`src/rtl/mem_arbiter_if.sv`:
```
// rtl/mem_arbiter_if.sv - fetch/data request ports and shared memory bus for mem_arbiter
interface mem_arbiter_if #(
    parameter int MAW = 8
);
    logic            i_req;
    logic [31:0]     i_addr;
    logic            i_ready;
    logic [31:0]     i_rdata;

    logic            d_req;
    logic            d_we;
    logic [31:0]     d_addr;
    logic [31:0]     d_wdata;
    logic            d_ready;
    logic [31:0]     d_rdata;

    logic            mem_en;
    logic            mem_we;
    logic [MAW-1:0]  mem_addr;
    logic [31:0]     mem_wdata;
    logic [31:0]     mem_rdata;

    modport slave (
        input  i_req, i_addr, d_req, d_we, d_addr, d_wdata, mem_rdata,
        output i_ready, i_rdata, d_ready, d_rdata,
        output mem_en, mem_we, mem_addr, mem_wdata
    );

    modport master (
        output i_req, i_addr, d_req, d_we, d_addr, d_wdata, mem_rdata,
        input  i_ready, i_rdata, d_ready, d_rdata,
        input  mem_en, mem_we, mem_addr, mem_wdata
    );
endinterface

```
`src/rtl/mem_arbiter.sv`:
```
// rtl/mem_arbiter.sv - two-port (fetch/data) arbiter onto a single-cycle shared memory
module mem_arbiter #(
    parameter int MAW          = 8,
    parameter int STARVE_LIMIT = 4
) (
    input  logic          clk,
    input  logic          rst,
    mem_arbiter_if.slave  bus
);
    localparam int SW = $clog2(STARVE_LIMIT + 1);
    localparam logic [SW-1:0] LIMIT = SW'(STARVE_LIMIT);

    typedef enum logic [1:0] {
        IDLE   = 2'd0,
        BUSY_I = 2'd1,
        BUSY_D = 2'd2
    } state_e;

    state_e          state_q, state_d;
    logic [SW-1:0]   starve_q, starve_d;
    logic            grant_i, grant_d;
    logic            i_ready, d_ready;
    logic [31:0]     i_rdata, d_rdata;
    logic            mem_en, mem_we;
    logic [MAW-1:0]  mem_addr;
    logic [31:0]     mem_wdata;

    always_ff @(posedge clk) begin
        if (!rst) begin
            state_q  <= IDLE;
            starve_q <= '0;
        end else begin
            state_q  <= state_d;
            starve_q <= starve_d;
        end
    end

    always_comb begin
        grant_i   = 1'b0;
        grant_d   = 1'b0;
        i_ready   = 1'b0;
        d_ready   = 1'b0;
        i_rdata   = '0;
        d_rdata   = '0;
        mem_en    = 1'b0;
        mem_we    = 1'b0;
        mem_addr  = '0;
        mem_wdata = '0;
        state_d   = IDLE;
        starve_d  = starve_q;

        // The completing port is never re-granted, so a busy state only chains the other port.
        case (state_q)
            IDLE: begin
                if (bus.d_req && bus.i_req) begin
                    if (starve_q == LIMIT) grant_i = 1'b1;
                    else                   grant_d = 1'b1;
                end else if (bus.d_req) begin
                    grant_d = 1'b1;
                end else if (bus.i_req) begin
                    grant_i = 1'b1;
                end
            end
            BUSY_I: begin
                i_ready = 1'b1;
                i_rdata = bus.mem_rdata;
                grant_d = bus.d_req;
            end
            BUSY_D: begin
                d_ready = 1'b1;
                d_rdata = bus.d_we ? 32'd0 : bus.mem_rdata;
                grant_i = bus.i_req;
            end
            default: ;
        endcase

        if (!rst) begin
            grant_i = 1'b0;
            grant_d = 1'b0;
            i_ready = 1'b0;
            d_ready = 1'b0;
            i_rdata = '0;
            d_rdata = '0;
        end

        mem_en = grant_i | grant_d;
        if (grant_d) begin
            mem_we    = bus.d_we;
            mem_addr  = bus.d_addr[MAW+1:2];
            mem_wdata = bus.d_we ? bus.d_wdata : 32'd0;
            state_d   = BUSY_D;
            if (!bus.i_req)             starve_d = '0;
            else if (starve_q != LIMIT) starve_d = starve_q + SW'(1);
        end else if (grant_i) begin
            mem_addr  = bus.i_addr[MAW+1:2];
            state_d   = BUSY_I;
            starve_d  = '0;
        end
    end

    assign bus.i_ready   = i_ready;
    assign bus.i_rdata   = i_rdata;
    assign bus.d_ready   = d_ready;
    assign bus.d_rdata   = d_rdata;
    assign bus.mem_en    = mem_en;
    assign bus.mem_we    = mem_we;
    assign bus.mem_addr  = mem_addr;
    assign bus.mem_wdata = mem_wdata;

    // Byte-offset and high address bits are not used by the word-addressed memory.
    logic unused_addr_bits;
    assign unused_addr_bits = ^{bus.i_addr[31:MAW+2], bus.i_addr[1:0],
                                bus.d_addr[31:MAW+2], bus.d_addr[1:0]};
endmodule

```
`src/flat_wrapper.sv`:
```
// flat-port wrapper written by rule: the top's interface ports become plain ports
module mem_arbiter_flat 
#(
    parameter int MAW          = 8,
    parameter int STARVE_LIMIT = 4
)
  (clk, rst, bus_i_req, bus_i_addr, bus_d_req, bus_d_we, bus_d_addr, bus_d_wdata, bus_mem_rdata, bus_i_ready, bus_i_rdata, bus_d_ready, bus_d_rdata, bus_mem_en, bus_mem_we, bus_mem_addr, bus_mem_wdata);
  mem_arbiter_if #(.MAW(MAW)) bus_i ();
  input  logic clk;
  input  logic rst;
  input wire logic [$bits(bus_i.i_req)-1:0] bus_i_req;
  input wire logic [$bits(bus_i.i_addr)-1:0] bus_i_addr;
  input wire logic [$bits(bus_i.d_req)-1:0] bus_d_req;
  input wire logic [$bits(bus_i.d_we)-1:0] bus_d_we;
  input wire logic [$bits(bus_i.d_addr)-1:0] bus_d_addr;
  input wire logic [$bits(bus_i.d_wdata)-1:0] bus_d_wdata;
  input wire logic [$bits(bus_i.mem_rdata)-1:0] bus_mem_rdata;
  output wire logic [$bits(bus_i.i_ready)-1:0] bus_i_ready;
  output wire logic [$bits(bus_i.i_rdata)-1:0] bus_i_rdata;
  output wire logic [$bits(bus_i.d_ready)-1:0] bus_d_ready;
  output wire logic [$bits(bus_i.d_rdata)-1:0] bus_d_rdata;
  output wire logic [$bits(bus_i.mem_en)-1:0] bus_mem_en;
  output wire logic [$bits(bus_i.mem_we)-1:0] bus_mem_we;
  output wire logic [$bits(bus_i.mem_addr)-1:0] bus_mem_addr;
  output wire logic [$bits(bus_i.mem_wdata)-1:0] bus_mem_wdata;
  assign bus_i.i_req = bus_i_req;
  assign bus_i.i_addr = bus_i_addr;
  assign bus_i.d_req = bus_d_req;
  assign bus_i.d_we = bus_d_we;
  assign bus_i.d_addr = bus_d_addr;
  assign bus_i.d_wdata = bus_d_wdata;
  assign bus_i.mem_rdata = bus_mem_rdata;
  assign bus_i_ready = bus_i.i_ready;
  assign bus_i_rdata = bus_i.i_rdata;
  assign bus_d_ready = bus_i.d_ready;
  assign bus_d_rdata = bus_i.d_rdata;
  assign bus_mem_en = bus_i.mem_en;
  assign bus_mem_we = bus_i.mem_we;
  assign bus_mem_addr = bus_i.mem_addr;
  assign bus_mem_wdata = bus_i.mem_wdata;
  mem_arbiter #(.MAW(MAW), .STARVE_LIMIT(STARVE_LIMIT)) u_core (.clk(clk), .rst(rst), .bus(bus_i));
endmodule
```
`config.mk`:
```
export PLATFORM = sky130hd
export DESIGN_NAME = mem_arbiter_flat
export DESIGN_NICKNAME = d
export VERILOG_FILES = /design/src/rtl/mem_arbiter_if.sv /design/src/rtl/mem_arbiter.sv /design/src/flat_wrapper.sv
export SDC_FILE = /design/constraint.sdc
export NUM_CORES = 1
export LEC_CHECK = 0
export ABC_CLOCK_PERIOD_IN_PS = 1800
export BUFFER_PORTS_ARGS = -buffer_cell sky130_fd_sc_hd__buf_4
export CAP_MARGIN = 30
export CORE_AREA = 3 3 93 95
export CTS_BUF_LIST = sky130_fd_sc_hd__clkbuf_16
export CTS_CLUSTER_SIZE = 40
export DETAILED_ROUTE_END_ITERATION = 10
export DIE_AREA = 0 0 96 98
export PLACE_DENSITY = 0.58
export SYNTH_ARGS = -nofsm -noshare
export SYNTH_HDL_FRONTEND = slang
export SYNTH_SLANG_ARGS = --single-unit
```
`constraint.sdc`:
```
create_clock -name clk -period 1.8 [get_ports clk]
set_input_delay 0.36 -clock clk [delete_from_list [all_inputs] [get_ports clk]]
set_output_delay 0.36 -clock clk [all_outputs]
set_load 0.02 [all_outputs]
```
==> results.md, run 1 <==
* Outcome: finished with violations
* Violated checks: negative setup slack
* Data required time of the worst path at 1.44 ns
* Drt initial violations at 24
* DR vias at roughly 1900
* Worst slew pin tran at 0.3639 ns
* Slew Viols, Final at 0
* WS Path Type: reg -> out
* Critical path arrival at 1.61 ns
* Total GRT Usage at 0.1163
* DIE HEIGHT at between 90 and 100 um
* Residual DRC count at 0
* PnR worst setup slack at -0.1744 ns
* Setup Viol. Count Final at 97
* TritonCTS Buffers at 3
* Placed Area at 2688 um^2
* Final hold viol count at 0
* Max cap viols at 0
* Sequential area share after synthesis at 0.09467
* Synthesized flop and latch total at 5
* CTS tree: done
* Max Root-Sink Buffers at 2
* GPL Wtd Cong at 0.8099
* Commonest non-fill, non-tap cell in the layout: buf_6
* Fraction of final layout cells sized beyond drive strength 1 at 0.8719
* Row count at 32
* Setup crit start kind: register
* Synthesized area per cell at between 7 and 8 um^2
* Initial antenna violation count at 0
* Final WL at 7.086 mm
* Largest area contributor in the netlist: and2_1
* Min cycle time layout at between 1.5 and 2 ns
* CTS Sinks at 5
* Worst Skew at 0.001706 ns
* Main flop type after synthesis: dfxtp_1
* Die W at 96 um
* Vias in the first global route at 1742
* Fin nets at 495
* Gate Count Post-Synth at around 150
* Commonest cells after routing, fill and taps aside: buf_6, buf_4, and2_4
* EDFF count, synth at 0
* Die area at 9408 um^2
* Fmax at slightly above 500 MHz
* PwrDens at between 200 and 300 nW/um^2
* Fillcell total at 754
* Slew margin rel. at 0.7511
* Leakage power at 1.867 nW
* Clock Pin Slew Worst Setup and Hold Paths at ~0.030 ns
* CTS root buf: clkbuf_16
* RSZ-0062 raised after global routing: true
* Pre-CTS setup slack at -0.02994 ns
* Period utilisation layout at 1.097
* Number of hold buffers added after cts at 0
* Largest net degree at the start of global routing at 34
* Synth top area cells: and2_1, dfxtp_1, a22o_1, buf_2, ha_1
* Crit-path max FO at 5
* Global-route wire length before repair at 8.645 mm
* Buffers added on ports at around 190
* Gr ovfl total at 0
* YS warnings at 0
* CORE AREA at 7807 um^2
* Post-synth cell types at 27
* Initial Util at 0.1354
* Max VDD drop at 0.9099 mV
* Worst hold path type: in -> reg
* Vias/cell at 4.108
* CTS H-tree lvls at 1
* Syn nets at between 200 and 300
* Worst-skew pair later-pin latency at 0.22 ns
* Post-synth top area share at 0.5740
* CP Capture Type: primary output
* Post-DP HPWL at 4.669 mm
* Cell Area, Synth at 1057 um^2
* Footprint of the multi-input gates at 1130 um^2
* Ant. Diodes at 0
* Async S/R FF share, synth at 0
* Final ANT Viol Nets at 0
* Final instance area at 3682 um^2
* Area grow syn2layout at 248.3%
* First-pass DRT Iterations at 4
* Ports at 241
* Drt wl/cell at between 15 and 20 um
* FF+latch area at 107.6 um^2
==> power by group <==
part | total (mW) | switching (mW) | leakage [nW] | internal, mW
logic | 0.565 | 0.224 | 1.78 | 0.341
registers | 0.119 | 0.00326 | 0.0427 | 0.116
clock network | 0.355 | 0.0680 | 0.0423 | 0.287
total | 1.04 | 0.296 | 1.87 | 0.744
==> repair_timing <==
item / CTS / global route
buffers inserted: 8 / 4
pin swaps: 13 / 45
gates cloned: 2 / 4
endpoints found under the setup margin: 74 / 86
resized for setup: 84 / 121
==> kinds of logic after synthesis <==
logic type | share of synthesized area
mux | 0.01065
buf+inv | 0.06627
compound gates | 0.1408
flops | 0.09468
simple gates | 0.6639
fa+ha+maj | 0.02366
==> cell usage after synthesis (2+ instances only) <==
library cell and instances:
and2_1 97, clkbuf_1 2, nor2b_1 2, ha_1 2, nand2_1 2, dfxtp_1 5, inv_1 3, buf_2 8
a22o_1 8, and3b_1 2
==> area by class of cell <==
| cell class | instances | share of cell area |
|---|---|---|
| timing repair buffer | 218 | 0.6048 |
| multi-input combinational | 129 | 0.3068 |
| tap | 102 | 0.03466 |
| sequential | 5 | 0.02922 |
| clock buffer | 3 | 0.02039 |
| inverter | 3 | 0.003058 |
| clock inverter | 1 | 0.001019 |
==> stage by stage <==
stage | setup TNS, ns | utilization | power, mW | hold slack [ns] | instances
2_1_floorplan | 0 | - | 0.2804 | 0.5086 | 148
3_3_place_gp | -0.1287 | 0.3442 | 0.5410 | 0.5444 | 440
3_5_place_dp | -0.1785 | 0.3442 | 0.5471 | 0.5530 | 440
4_1_cts | -9.692 | 0.4095 | 0.9726 | 0.4570 | 454
5_1_grt | -15.84 | 0.4716 | 1.084 | 0.4976 | 461
6_report | -10.23 | 0.4716 | 1.039 | 0.4804 | 461
==> critical path: stages (launching register included) <==
cell and delay (ns):
dfxtp_2 0.31, inv_2 0.07, ha_4 0.16, nand2_2 0.08, a211oi_4 0.26, buf_12 0.14, buf_6 0.10, a22o_1 0.15
buf_6 0.12
==> state kept, by name, summed over array words and instances, names as in the netlist <==
| signal | flops |
|---|---|
| u_core.starve_q | 3 |
| u_core.state_q | 2 |
==> path summary, 6_finish.rpt <==
kind	startpoint	endpoint	slack, ns	cells after the start
setup / recovery	u_core.starve_q[0]	bus_mem_addr[1]	-0.17	8
hold / removal	rst	u_core.starve_q[1]	0.48	2
setup reg to reg	u_core.starve_q[0]	u_core.starve_q[2]	0.29	6
hold reg to reg	u_core.starve_q[2]	u_core.starve_q[2]	0.67	1
==> routing by layer <==
layer  up-vias  routed length, um  track usage
li1        901                  -            -
met1       868               2334       0.1187
met2       117               3894       0.2262
met3         8                790      0.03929
met4         0                 66      0.01641
met5         -                  0            0
Power figures use the tool's default switching activity.
==> inputs of run 2 (changes only) <==
==> constraint.sdc (replaced) <==
create_clock -name clk -period 1.8 [get_ports clk]
set_input_delay 0.18 -clock clk [delete_from_list [all_inputs] [get_ports clk]]
set_output_delay 0.18 -clock clk [all_outputs]
set_load 0.02 [all_outputs]
==> run 2 against run 1 <==
  * The run now ends clean
  * First-iteration DRC count increased by 13%
  * Clock skew barely moved
  * Maximum frequency is 13% higher
  * Core utilization decreased by 11 points
  * Cell count down 3.5%
  * Non-clock buffer count decreased by 20
  * Flip-flop and latch count did not move
  * Global-route usage shrank 0.42 points
  * Critical endpoint is now bus_mem_addr[3]
  * Largest power group unchanged
==> results.md, run 2 (synthesis results as in run 1) <==
* Crit-path max FO at 10 (+5)
* Period utilisation layout at 0.9683 (-0.1286)
* DIE HEIGHT at 98 um (unchanged)
* Gr ovfl total at 0 (unchanged)
* Final WL at 5.911 mm (-17%)
* Fraction of final layout cells sized beyond drive strength 1 at 0.6735 (-0.1984)
* Hold Path Depth at 2 (unchanged)
* Met3 Wirelength at 734 um (-7.1%)
* Worst slew pin tran at 0.3633 ns (-0.0006313 ns)
* Worst Skew at 0.001469 ns (-0.0002377 ns)
* TritonCTS Buffers at 3 (unchanged)
* DR vias at 1777 (-6.2%)
* Area grow syn2layout at 168.9%
* Die W at 96 um (unchanged)
* Final ANT Viol Nets at 0 (unchanged)
* Drt wl/cell at 13.28 um (-14%)
* Pre-CTS setup slack at -0.01554 ns (+0.01440 ns)
* Slew margin rel. at 0.7515 (about the same)
* Drt initial violations at 27 (+13%)
* WS Path Type: reg -> out
* CTS H-tree lvls at 1 (unchanged)
* PnR worst setup slack at 0.05698 ns (+0.2314 ns)
* Ports at 241 (unchanged)
* Data required time of the worst path at 1.62 ns (+0.18 ns)
* Internal at 0.6505 mW (-13%)
* CORE AREA at 7807 um^2 (unchanged)
* Worst-skew pair later-pin latency at 0.23 ns (about the same)
* Leakage power at 1.552 nW (-17%)
* Worst hold path type: in -> reg
* First-pass DRT Iterations at 3 (-1)
* CP Capture Type: primary output
* RSZ-0062 raised after global routing: true
* GPL Wtd Cong at 0.7688 (-5.1%)
* Slew Viols, Final at 0 (unchanged)
* Sequential power share at 0.135 (+0.021)
* Outcome: finished, final reports clean
* Largest registers: u_core.starve_q: 3 flops, u_core.state_q: 2 flops
* Total GRT Usage at 0.1121 (-0.004198)
* Commonest cells after routing, fill and taps aside: buf_4, and2_1, and2_4
* PnR Total Power at 0.9132 mW (-12%)
* Residual DRC count at 0 (unchanged)
* NetSw at 0.2627 mW (-11%)
* Max cap viols at 0 (unchanged)
* Setup TNS at 0 ns (+10.23 ns)
* CTS tree: done
* Max reg flops at 3 (unchanged)
* Vias in the first global route at 1636 (-6.1%)
* Max layer used: met4
* Fmax at 573.7 MHz (+13%)
* Max VDD drop at 0.5195 mV (-43%)
* Met2 wirelength from detailed routing at 3.204 mm (-18%)
* Global-route wire length before repair at 8.390 mm (-2.9%)
* Top reg by flops: u_core.starve_q
* Largest net degree at the start of global routing at 34 (unchanged)
* Row count at 32 (unchanged)
* Setup Viol. Count Final at 0 (-100%)
* Vias/cell at 3.993 (-2.8%)
* Fin nets at 479 (-3.2%)
* Buffers added on ports at 192 (unchanged)
* Fillcell total at 831 (+10%)
* PwrDens at 321.2 nW/um^2 (+14%)
* Logic pwr share at 0.476 (-0.068)
* R2R depth at 6 (unchanged)
* Initial Util at 0.1354 (unchanged)
* Max Root-Sink Buffers at 2 (unchanged)
* Final hold viol count at 0 (unchanged)
* CTS Sinks at 5 (unchanged)
* Clock Pin Slew Worst Setup and Hold Paths at 0.03 ns (about the same)
* Commonest non-fill, non-tap cell in the layout: buf_4
* Clock share of power at 0.389 (+0.047)
* Initial antenna violation count at 0 (unchanged)
* Ant. Diodes at 0 (unchanged)
* Die area at 9408 um^2 (unchanged)
* CTS root buf: clkbuf_16
* Min cycle time layout at 1.743 ns (-0.2314 ns)
* Setup crit start kind: register
* Critical path arrival at 1.56 ns (-0.05 ns)
* Sw Share at 0.2877 (+0.003343)
* WL met1 at 1.961 mm (-16%)
run 2: cell type report:
type / instances / area, um^2 / share of cell area
Multi-Input combinational cell: 133 / 1011 / 0.3556
Timing Repair Buffer: 198 / 1511 / 0.5317
Inverter: 3 / 11.26 / 0.003961
Clock inverter: 1 / 3.754 / 0.001320
Clock buffer: 3 / 75.07 / 0.02641
Tap cell: 102 / 127.6 / 0.04489
Sequential cell: 5 / 102.6 / 0.03609
run 2: through the flow:
stage | util | hold WS (ns) | cell area, um^2 | cells
final | 0.3641 | 0.3144 | 2843 | 445
after global routing | 0.3641 | 0.3374 | 2843 | 445
after CTS | 0.3587 | 0.3177 | 2800 | 444
after detailed placement | 0.3337 | 0.4905 | 2605 | 434
after global placement | 0.3337 | 0.4964 | 2605 | 434
after floorplan | - | 0.3327 | 1057 | 148
run 2: critical path: stages, from the launching register on:
cell and delay [ns]:
dfxtp_2 0.34, nor2b_4 0.21, buf_4 0.19, a211oi_4 0.07
buf_12 0.14, a22o_1 0.22, buf_4 0.15
run 2: power groups by stage:
stage          clock network, mW  logic [mW]  registers (mW)
6_report                   0.355       0.434           0.123
3_3_place_gp                   0       0.402           0.122
2_1_floorplan                  0       0.160           0.121
5_1_grt                    0.370       0.468           0.124
4_1_cts                    0.358       0.431           0.123
3_5_place_dp                   0       0.406           0.122
run 2: path summary, 6_finish.rpt:
path	from	end	slack (ns)
hold / removal	rst	u_core.starve_q[1]	0.31
hold reg to reg	u_core.starve_q[0]	u_core.starve_q[0]	0.56
setup reg to reg	u_core.starve_q[1]	u_core.starve_q[1]	0.38
setup / recovery	u_core.state_q[1]	bus_mem_addr[3]	0.06
run 2: metal layers:
layer,global-route usage,up-vias
li1,-,880
met1,0.1081,788
met2,0.2294,107
met3,0.03621,2
met4,0.009847,0
met5,0,-
run 2: timing repair:
item                       4_1_cts  5_1_grt
hold buffers                     0        0
setup endpoints to repair       42       34
hold endpoints to repair         0        0
gates resized for setup         13       15
pin swaps                        5       16
gates cloned                     4        0
setup buffers                    2        1
==> inputs of run 3 (changes only) <==
--- a/config.mk
+++ b/config.mk
@@ -5,7 +5,7 @@
 export SDC_FILE = /design/constraint.sdc
 export NUM_CORES = 1
 export LEC_CHECK = 0
-export ABC_CLOCK_PERIOD_IN_PS = 1800
+export ABC_CLOCK_PERIOD_IN_PS = 1640
 export BUFFER_PORTS_ARGS = -buffer_cell sky130_fd_sc_hd__buf_4
 export CAP_MARGIN = 30
 export CORE_AREA = 3 3 93 95
==> constraint.sdc (replaced) <==
create_clock -name clk -period 1.64 [get_ports clk]
set_input_delay 0.164 -clock clk [delete_from_list [all_inputs] [get_ports clk]]
set_output_delay 0.164 -clock clk [all_outputs]
set_load 0.02 [all_outputs]
==> run 3 against run 2 <==
  * The run now ends with negative setup slack left
  * Critical path depth stayed put
  * Non-clock buffer count rose by 5
  * Combinational power up 15%
  * Sequential power grew 7%
  * First-iteration DRC count fell by 41%
  * Global-route usage decreased by 0.26 points
  * Cell count up 0.67%
  * Register-to-register slack worse by 0.15 ns
  * Final area up 5.5%
  * Clock skew fell by 0.0011 ns
  * Setup slack lost 0.16 ns
  * Largest cell class unchanged
==> results.md, run 3 (synthesis results as in run 1) <==
* Area grow syn2layout at 183.8%
* Setup crit start kind: register
* Critical path arrival at 1.58 ns (+0.02 ns)
* Initial Util at 0.1354 (unchanged)
* Final ANT Viol Nets at 0 (unchanged)
* Max cap viols at 0 (unchanged)
* Max Root-Sink Buffers at 2 (unchanged)
* DR vias at 1752 (-1.4%)
* Drt wl/cell at 12.98 um (-2.2%)
* Post-DP HPWL at approximately 4.5 mm
* Final hold viol count at 0 (unchanged)
* Residual DRC count at 0 (unchanged)
* Buffers added on ports at 192 (unchanged)
* Slew margin rel. at 0.7521 (about the same)
* Pre-CTS setup slack at -0.08035 ns (-0.06481 ns)
* CTS root buf: clkbuf_16
* Max VDD drop at 0.9393 mV (+81%)
* Period utilisation layout at 1.061
* Largest net degree at the start of global routing at 34 (unchanged)
* Worst Skew at 0.0003203 ns (-0.001148 ns)
* DIE HEIGHT at 98 um (unchanged)
* Clock Pin Slew Worst Setup and Hold Paths at 0.03 ns (about the same)
* Fraction of final layout cells sized beyond drive strength 1 at 0.6936 (+0.02017)
* Max reg flops at 3 (unchanged)
* Crit-path max FO at 11 (+1)
* Vias/cell at 3.911 (-2.1%)
* TritonCTS Buffers at 3 (unchanged)
* Commonest cells after routing, fill and taps aside: buf_4, and2_1, buf_6
* RSZ-0062 raised after global routing: true
* PwrDens at 339.6 nW/um^2 (+5.7%)
* Worst slew pin tran at 0.3625 ns (-0.0007778 ns)
* Data required time of the worst path at 1.48 ns (-0.14 ns)
* Fmax at 574.6 MHz
* FF+latch area at 103.9 um^2 (+1.2%)
* Total GRT Usage at 0.1095 (-0.002626)
* Hold WS at 0.2702 ns (-0.04420 ns)
* Final WL at 5.817 mm (-1.6%)
* CORE AREA at 7807 um^2 (unchanged)
* Top reg by flops: u_core.starve_q
* Footprint of the multi-input gates at 984.7 um^2 (-2.6%)
* Die W at 96 um (unchanged)
* Fillcell total at 804 (-3.2%)
* First-pass DRT Iterations at 4 (+1)
* Ant. Diodes at 0 (unchanged)
* Worst-skew pair later-pin latency at 0.22 ns (about the same)
* PnR worst setup slack at -0.1003 ns (-0.1573 ns)
* GPL Wtd Cong at 0.7953 (+3.4%)
* CTS tree: done
* Commonest non-fill, non-tap cell in the layout: buf_4
* CTS H-tree lvls at 1 (unchanged)
* Worst hold path type: in -> reg
* CP Capture Type: primary output
* Violated checks: negative setup slack
* Drt initial violations at 16 (-41%)
* WS Path Type: reg -> out
* CTS Sinks at 5 (unchanged)
* Die area at 9408 um^2 (unchanged)
* Ports at 241 (unchanged)
* Leakage power at 1.601 nW (+3.1%)
* Fin nets at 482 (+0.63%)
* Slew Viols, Final at 0 (unchanged)
* Outcome: finished with violations
* Row count at 32 (unchanged)
* Largest registers: u_core.starve_q: 3 flops, u_core.state_q: 2 flops
* Setup Viol. Count Final at 41 (+41)
* Gr ovfl total at 0 (unchanged)
* Initial antenna violation count at 0 (unchanged)
* Min cycle time layout at 1.740 ns
* Global-route wire length before repair at 8.231 mm (-1.9%)
* Vias in the first global route at 1654 (+1.1%)
==> run 3: cell types whose count changed in the layout (fill, tap and decap cells not counted), sizes merged <==
cell	delta
nor2b	+1
buf	+5
o2111a	-3
==> run 3: what timing repair did <==
item | CTS | global route
hold buffers | 0 | 0
setup endpoints to repair | 74 | 74
setup buffers | 4 | 2
gates cloned | 2 | 0
pin swaps | 3 | 3
resized for setup | 45 | 17
==> run 3: cell type report <==
cell class / instances / area share
timing repair buffer: 203 / 0.5646
sequential: 5 / 0.03461
clock inverter: 1 / 0.001251
tap: 102 / 0.04254
clock buffer: 3 / 0.02502
multi-input combinational: 131 / 0.3282
inverter: 3 / 0.003753
==> run 3: metrics by stage <==
stage,std cells,utilization,area (um^2),power (mW),TNS [ns]
after floorplan,148,-,1057,0.3078,0
after global placement,436,0.3356,2620,0.5784,-1.024
after detailed placement,436,0.3356,2620,0.5841,-1.960
after CTS,446,0.3771,2944,1.021,-3.588
after global routing,448,0.3843,3000,1.074,-6.153
final,448,0.3843,3000,1.019,-3.011
==> run 3: critical path, cell delays in order (launching register included) <==
cell,delay (ns)
dfxtp_2,0.31
inv_2,0.07
ha_4,0.14
nand3_4,0.09
o211a_2,0.35
or2_1,0.23
buf_4,0.16
==> run 3: report_power, final <==
part	leakage [nW]	total, mW	switching, mW	internal (mW)
clock	0.0423	0.389	0.0736	0.315
sequential	0.0421	0.131	0.00313	0.128
combinational	1.52	0.499	0.210	0.289
total	1.60	1.02	0.287	0.732
==> run 3: worst paths after layout <==
| kind | from | slack [ns] | depth (start not counted) | endpoint |
|---|---|---|---|---|
| max | u_core.starve_q[0] | -0.10 | 6 | bus_mem_en |
| min | rst | 0.27 | 2 | u_core.starve_q[1] |
| max reg2reg | u_core.starve_q[0] | 0.23 | 5 | u_core.starve_q[2] |
| min reg2reg | u_core.starve_q[2] | 0.63 | 1 | u_core.starve_q[2] |
==> run 3: layer usage <==
layer | part of all wire | track usage | vias up
met1 | 0.34 | 0.1104 | 770
met5 | 0 | 0 | -
met2 | 0.54 | 0.2199 | 105
met4 | 0.0015 | 0.006565 | 0
met3 | 0.12 | 0.03544 | 2
li1 | - | - | 875
